### config.mk
export PLATFORM = sky130hd
export DESIGN_NAME = uart_rx
export DESIGN_NICKNAME = d
export VERILOG_FILES = /design/src/rtl/uart_pkg.sv /design/src/rtl/uart_fifo.sv /design/src/rtl/uart_rx.sv
export SDC_FILE = /design/constraint.sdc
export NUM_CORES = 1
export LEC_CHECK = 0
export ABC_AREA = 1
export BUFFER_PORTS_ARGS = -buffer_cell sky130_fd_sc_hd__buf_2
export CAP_MARGIN = 25
export CELL_PAD_IN_SITES_DETAIL_PLACEMENT = 0
export CELL_PAD_IN_SITES_GLOBAL_PLACEMENT = 1
export CORE_AREA = 4 4 98 100
export CTS_CLUSTER_SIZE = 12
export DETAILED_ROUTE_END_ITERATION = 6
export DIE_AREA = 0 0 102 104
export GPL_ROUTABILITY_DRIVEN = 0
export GPL_TIMING_DRIVEN = 0
export PLACE_DENSITY = 0.73
export SYNTH_ARGS = -nofsm -noshare
export SYNTH_HDL_FRONTEND = slang
export SYNTH_SLANG_ARGS = --single-unit
### constraint.sdc
create_clock -name CLK -period 1.95 [get_ports CLK]
set_input_delay 0.39 -clock CLK [delete_from_list [all_inputs] [get_ports CLK]]
set_output_delay 0.39 -clock CLK [all_outputs]
set_load 0.1 [all_outputs]
### src/rtl/uart_pkg.sv
// Shared definitions for the UART blocks: receiver FSM states and baud divisor helper.
package uart_pkg;

    typedef enum logic [1:0] {
        IDLE,
        START,
        DATA,
        STOP
    } rx_state_t;

    // Clock cycles per bit, truncated; shared with the transmitter.
    function automatic int unsigned uart_div(input int unsigned clk_freq, input int unsigned baud);
        return clk_freq / baud;
    endfunction

endpackage

### src/rtl/uart_fifo.sv
// Synchronous FIFO with valid/ready read side and full status; head entry read combinationally.
module uart_fifo #(
    parameter int unsigned WIDTH = 8,
    parameter int unsigned DEPTH = 4
) (
    input  logic             clk,
    input  logic             rst,
    input  logic             push,
    input  logic [WIDTH-1:0] push_data,
    output logic             full,
    output logic [WIDTH-1:0] dout,
    output logic             valid,
    input  logic             ready
);

    localparam int unsigned AW = $clog2(DEPTH);
    localparam logic [AW:0] PTR_ONE = 1;

    logic [WIDTH-1:0] mem [DEPTH];
    logic [AW:0]      wr_ptr;
    logic [AW:0]      rd_ptr;
    logic             pop;
    logic             wr_en;

    // Extra pointer MSB distinguishes full from empty when the indices match.
    assign full  = (wr_ptr[AW] != rd_ptr[AW]) && (wr_ptr[AW-1:0] == rd_ptr[AW-1:0]);
    assign valid = (wr_ptr != rd_ptr);
    assign dout  = mem[rd_ptr[AW-1:0]];
    assign pop   = valid && ready;
    assign wr_en = push && (!full || pop);

    always_ff @(posedge clk or posedge rst) begin
        if (rst) begin
            wr_ptr <= '0;
            rd_ptr <= '0;
            for (int unsigned i = 0; i < DEPTH; i++) begin
                mem[i] <= '0;
            end
        end else begin
            if (wr_en) begin
                mem[wr_ptr[AW-1:0]] <= push_data;
                wr_ptr              <= wr_ptr + PTR_ONE;
            end
            if (pop) begin
                rd_ptr <= rd_ptr + PTR_ONE;
            end
        end
    end

endmodule

### src/rtl/uart_rx.sv
// 8N1 serial receiver: 2-flop input synchroniser, mid-bit sampling FSM and receive FIFO.
module uart_rx
    import uart_pkg::*;
#(
    parameter int unsigned CLK_FREQ   = 48000000,
    parameter int unsigned BAUD       = 115200,
    parameter int unsigned FIFO_DEPTH = 4
) (
    input  logic       CLK,
    input  logic       RST,
    input  logic       RXD,
    output logic [7:0] DOUT,
    output logic       DOUT_VALID,
    input  logic       DOUT_READY,
    output logic       FRAME_ERR,
    output logic       OVERRUN
);

    localparam int unsigned DIV  = uart_div(CLK_FREQ, BAUD);
    localparam int unsigned HALF = DIV / 2;
    localparam int unsigned CW   = $clog2(DIV);

    localparam logic [CW-1:0] DIV_M1  = CW'(DIV - 1);
    localparam logic [CW-1:0] HALF_M1 = CW'(HALF - 1);
    localparam logic [CW-1:0] CNT_ONE = 1;

    logic      rx_meta;
    logic      rx_s;
    rx_state_t state;
    logic [CW-1:0] cnt;
    logic [2:0]    bitn;
    logic [7:0]    sh;
    logic          sample;
    logic          push;
    logic          full;
    logic          pop;

    always_ff @(posedge CLK or posedge RST) begin
        if (RST) begin
            rx_meta <= 1'b1;
            rx_s    <= 1'b1;
        end else begin
            rx_meta <= RXD;
            rx_s    <= rx_meta;
        end
    end

    // Push is decoded in the stop-sample cycle so DOUT_VALID rises on the next cycle.
    always_comb begin
        sample = (cnt == '0);
        push   = (state == STOP) && sample && rx_s;
        pop    = DOUT_VALID && DOUT_READY;
    end

    always_ff @(posedge CLK or posedge RST) begin
        if (RST) begin
            state     <= IDLE;
            cnt       <= '0;
            bitn      <= '0;
            sh        <= '0;
            FRAME_ERR <= 1'b0;
            OVERRUN   <= 1'b0;
        end else begin
            FRAME_ERR <= 1'b0;
            OVERRUN   <= 1'b0;
            case (state)
                IDLE: begin
                    if (!rx_s) begin
                        cnt   <= HALF_M1;
                        state <= START;
                    end
                end
                START: begin
                    if (sample) begin
                        if (!rx_s) begin
                            cnt   <= DIV_M1;
                            bitn  <= '0;
                            state <= DATA;
                        end else begin
                            state <= IDLE;
                        end
                    end else begin
                        cnt <= cnt - CNT_ONE;
                    end
                end
                DATA: begin
                    if (sample) begin
                        sh  <= {rx_s, sh[7:1]};
                        cnt <= DIV_M1;
                        if (bitn == 3'd7) begin
                            state <= STOP;
                        end else begin
                            bitn <= bitn + 3'd1;
                        end
                    end else begin
                        cnt <= cnt - CNT_ONE;
                    end
                end
                STOP: begin
                    // Leave at mid-stop-bit so a back-to-back start edge is not missed.
                    if (sample) begin
                        state <= IDLE;
                        if (!rx_s) begin
                            FRAME_ERR <= 1'b1;
                        end else begin
                            OVERRUN <= full && !pop;
                        end
                    end else begin
                        cnt <= cnt - CNT_ONE;
                    end
                end
                default: state <= IDLE;
            endcase
        end
    end

    uart_fifo #(
        .WIDTH (8),
        .DEPTH (FIFO_DEPTH)
    ) u_fifo (
        .clk       (CLK),
        .rst       (RST),
        .push      (push),
        .push_data (sh),
        .full      (full),
        .dout      (DOUT),
        .valid     (DOUT_VALID),
        .ready     (DOUT_READY)
    );

endmodule

* Yosys cells after proc, flatten, opt, wreduce, memory -nomap -nowiden
Index checks and enable logic that the tools add are counted.
** Cells by class
- $add $sub $neg :: 4
- Order comparisons :: 3
- Eq/ne operators :: 16
- Muxes and demuxes :: 30
- Bitwise gates (word level) :: 2
- Reductions and logical operators :: 17
** Operator list (number)
- $mux W9 :: 5
- $pmux W9 S4 :: 1
- $bwmux W32 :: 1
- $mux W8 :: 3
- $bmux W8 S2 :: 1
- $demux W8 S2 :: 1
- $ne A2 B2 Y1 const B :: 8
- $mux W2 :: 6
- $mux W3 :: 4
- $reduce_and A5 Y1 :: 2
- $add A3 B1 Y3 const B :: 3
- $logic_not A9 Y1 :: 1
- $sub A9 B1 Y9 const B :: 1
- $pmux W2 S4 :: 1
- $logic_and A1 B1 Y1 :: 7
- $ge A3 B3 Y1 const B :: 2
- $mux W1 :: 6
- $not A2 Y3 :: 2
- $pmux W3 S2 :: 1
- $eq A2 B2 Y1 const B :: 2
- $eq A3 B3 Y1 const B :: 1
- $lt A3 B1 Y1 const B :: 1
- $ne A3 B3 Y1 :: 1
- $ne A3 B3 Y1 const B :: 1
- other kinds (9) :: 10
** Word-level totals
- Register bits :: 64
- Bits of input ports :: 4

* Depth between registers and ports, before layout
- Depth in word-level cells :: 7
- Depth in mapped cells :: 10
- Mapped depth without buffers :: 10

* Cells and area by module
A second synthesis with hierarchy kept.
** Second synthesis, totals
- Cell total of the unflattened synthesis :: 422
- Area total of the unflattened synthesis :: 3450.8 sq um
** By module, submodules not included
- uart_fifo :: instances 1, cells each 241, area an instance 1979.4 sq um, sequential area each 950.9 sq um
- uart_rx :: instances 1, cells each 181, area an instance 1471.4 sq um, sequential area each 653.1 sq um

* Worst setup path after synthesis
Ideal clock, no wire load.
- Path kind :: register to output
- Start point :: reg u_fifo.rd_ptr[0]
- End point :: out DOUT[4]
- Arrival time :: 2524 ps
- Required time :: 1560 ps
- Path slack :: -964 ps
- Cell stages (with the launch flop) :: 6
- Path through :: dfrtp_1 -> buf_2 -> inv_1 -> buf_1 -> o21ai_0 -> o22ai_1
** On the way
- Cells in the longest elaborated chain, start to end :: 4
** Ends and longest elaborated chain
- from (decl) :: RTL line uart_fifo.sv:21 : logic [AW:0] rd_ptr;
- from (signal assigned) :: RTL line uart_fifo.sv:45 : rd_ptr <= rd_ptr + PTR_ONE;
- $not A2 Y3 (implied by the code) :: RTL line uart_fifo.sv:28 : assign dout = mem[rd_ptr[AW-1:0]];
- $bmux W8 S2 :: RTL line uart_fifo.sv:28
- $mux W8 (implied by the code) (2 in series) :: RTL line uart_fifo.sv:28
- to (decl) :: RTL line uart_rx.sv:12 : output logic [7:0] DOUT,
Every way passes these cells. The select of a mux whose other input is x is not followed.

* Final worst setup path
- Start point :: reg u_fifo.rd_ptr[0]
- End point :: out DOUT[3]
Same word-level chain as after synthesis.

==> results.cfg <==
[synth]
avgSynthCellArea_um2 = 8.29
synth_top_family_by_area = simple AND/OR/NAND/NOR gates
synth_compound_area_frac = 0.0721
yosys.area_share.simple = 0.325
synth_fa_ha_area_frac = 0.0509
syn-cell-area_um2 = 3440
ys_warn_count = 0
ys_seq_area_frac = 0.467
synth_nets = 433
synthXorXnorAreaFrac = 0.0178
synthMuxAreaShare = 0
synth_cell_type_count = 30
synthesis.instances = 415
ys_ff_latch = 64

[final_layout]
final_cell_mix = nand2_1, dfrtp_1, nand4_1, nor2_1, nand3_1
multi_input_area_um2 = 1840
final_cells = 571
n_antenna_cell = 0
drive_gt1_frac = 0.276
fillers = 828
area_growth_pct = 28.9
fin_area_um2 = 4430
final_nets = 476
final_common_cell = nand2_1
seqCellArea_um2 = 1600

[cts]
cts_max_path_buffers = 2
h-tree-depth = 3
cts.clk_slew.worst_paths_ns = 0.07
postCtsHoldBufs = 0
cts_buffers = 9
clock-sinks = 64
cts_tree = built
cts_root_buf = clkbuf_8
insertion_delay_ns = 0.35

[global_route]
grt.overflow.total = 0
antenna_found_initial = 0
grt_max_degree = 39
grt_pass1_vias = 2954
grt_pass1_wl_um = 14800
grtUsageTotal = 0.177

[timing]
hold_viol = 0
clock.fmax_mhz = 517
min_period_ns = 1.94
post-route-period-util = 0.993
rsz0062_at_grt = yes
fin_skew_ns = 0.0147
setup_viol = 0
drv_slew = 0
worst_slew_pin_slew_ns = 0.649
max_slew_margin = 0.566

[setup_path]
crit_fanout = 8
critical_path.endpoint_type = primary output
critPathRequiredTime_ns = 1.56
start_kind = flop
worstSetupPathType = flop to primary output
cp.arrival_ns = 1.55

[place]
place_area_um2 = 3780
dp_hpwl_um = 5970
port-buffer-count = 14
dp.cells = 538

[power_and_ir_drop]
powerDensity_nw_per_um2 = 1260
ir_worst_vdd_v = 0.000801
leakagePower_uw = 0.00215

[floorplan]
design.core.area_um2 = 8680
io_pins = 15
die_y_um = 104
rows = 34
dieWidth_um = 102
start_util = 0.396
design.die.area_um2 = 10600

[routing]
drt-initial-drc-count = 145
wirelength_um = 8640
via_count = 2947
drc = 0
vias_per_cell = 5.16
dr.pass1.iters = 7
ant_nets = 0
wire_per_inst_um = 15.1

[flow_run]
drv_cap = 0

[hold_path]
min_path_type = primary input to asynchronous set/reset pin

[run_status]
status = complete, no violations
critical path, cell delays in order, from the launching register on:
cell and delay [ns]:
dfrtp_1 0.39, buf_6 0.16, inv_8 0.08, buf_8 0.13, nor2_2 0.05, o22ai_4 0.19
buf_12 0.19
power by group:
part | internal [uW] | total, uW | leakage, uW | switching, uW
Sequential | 1360 | 1390 | 0.000845 | 31.8
Clock | 627 | 1190 | 0.0000949 | 561
Combinational | 1140 | 2990 | 0.00121 | 1850
through the flow:
| step | setup TNS, ns | power, uW | hold WS [ns] | setup slack [ns] | util |
|---|---|---|---|---|---|
| floorplan | 0 | 3140 | 0.345 | 0.00108 | - |
| global placement | -1.84 | 3430 | 0.345 | -0.269 | 0.433 |
| detailed placement | -1.91 | 3440 | 0.347 | -0.297 | 0.436 |
| CTS | -0.0324 | 5450 | 0.123 | -0.0163 | 0.494 |
| global route | -0.226 | 5790 | 0.122 | -0.0405 | 0.511 |
| finish | 0 | 5570 | 0.132 | 0.0145 | 0.511 |
final cells by class:
type	count	share of cell area
clock inverters	6	0.0150
multi-input cells	311	0.414
clock buffers	10	0.0311
repair buffers	30	0.0791
plain buffers	16	0.0412
flip-flops and latches	64	0.362
well taps	108	0.0305
repair inverters	2	0.00311
inverters	24	0.0237
final timing paths:
| kind | depth (start not counted) | slack [ns] | endpoint | startpoint |
|---|---|---|---|---|
| max reg2reg | 10 | 0.17 | u_fifo.mem[17] | cnt[0] |
| min in group CLK | 1 | 0.14 | rx_meta | RXD |
| max | 6 | 0.01 | DOUT[3] | u_fifo.rd_ptr[0] |
| min | 2 | 0.13 | u_fifo.rd_ptr[1] | RST |
| min reg2reg | 0 | 0.36 | rx_s | rx_meta |
| max in group asynchronous | 3 | 1.16 | rx_meta | RST |
what timing repair did:
action / in CTS / in global routing
pin swaps: 5 / 5
cloned: 3 / 1
resized for setup: 78 / 26
setup buffers: 5 / 8
endpoints found under the setup margin: 9 / 57
flip-flops by register name, summed over array words and instances (netlist names), named ones only:
| name | cells |
|---|---|
| u_fifo.mem | 32 |
| cnt | 9 |
| sh | 8 |
| bitn | 3 |
| u_fifo.rd_ptr | 3 |
| u_fifo.wr_ptr | 3 |
| FRAME_ERR | 1 |
| OVERRUN | 1 |
| rx_meta | 1 |
| rx_s | 1 |
| state | 1 |
Yosys cell counts:
cell type | count | share of area
a21oi_1 | 10 | 0.015
buf_1 | 1 | 0.0011
buf_12 | 3 | 0.017
buf_2 | 7 | 0.010
buf_4 | 1 | 0.0022
buf_6 | 3 | 0.0098
clkbuf_1 | 1 | 0.0011
dfrtp_1 | 62 | 0.45
dfstp_2 | 2 | 0.015
ha_1 | 14 | 0.051
inv_1 | 17 | 0.019
inv_2 | 7 | 0.0076
nand2_1 | 130 | 0.14
nand2_2 | 3 | 0.0055
nand2_4 | 2 | 0.0065
nand3_1 | 22 | 0.032
nand3_4 | 2 | 0.010
nand3b_1 | 2 | 0.0044
nand4_1 | 34 | 0.062
nor2_1 | 42 | 0.046
nor2_2 | 1 | 0.0018
nor2_4 | 2 | 0.0065
nor3_1 | 1 | 0.0015
nor3_4 | 1 | 0.0047
nor4_1 | 1 | 0.0018
o21a_1 | 1 | 0.0022
o21ai_0 | 28 | 0.041
o22ai_1 | 8 | 0.015
xnor2_1 | 3 | 0.0076
xor2_1 | 4 | 0.010
routing by layer:
layer  part of all wire  up-vias  GRT usage
met3              0.045       16     0.0288
met2               0.49       66      0.280
met4              0.022        0     0.0759
met1               0.44     1391      0.236
met5                  0        -          0
li1                   -     1474          -
cell families (layout without fill, tap and decap cells):
family	after synthesis	after routing
compound gates	47	47
xor+xnor	7	7
fa+ha+maj	14	14
buf+inv	40	88
flops	64	64
simple gates	243	243
(Power assumes the default switching activity.)
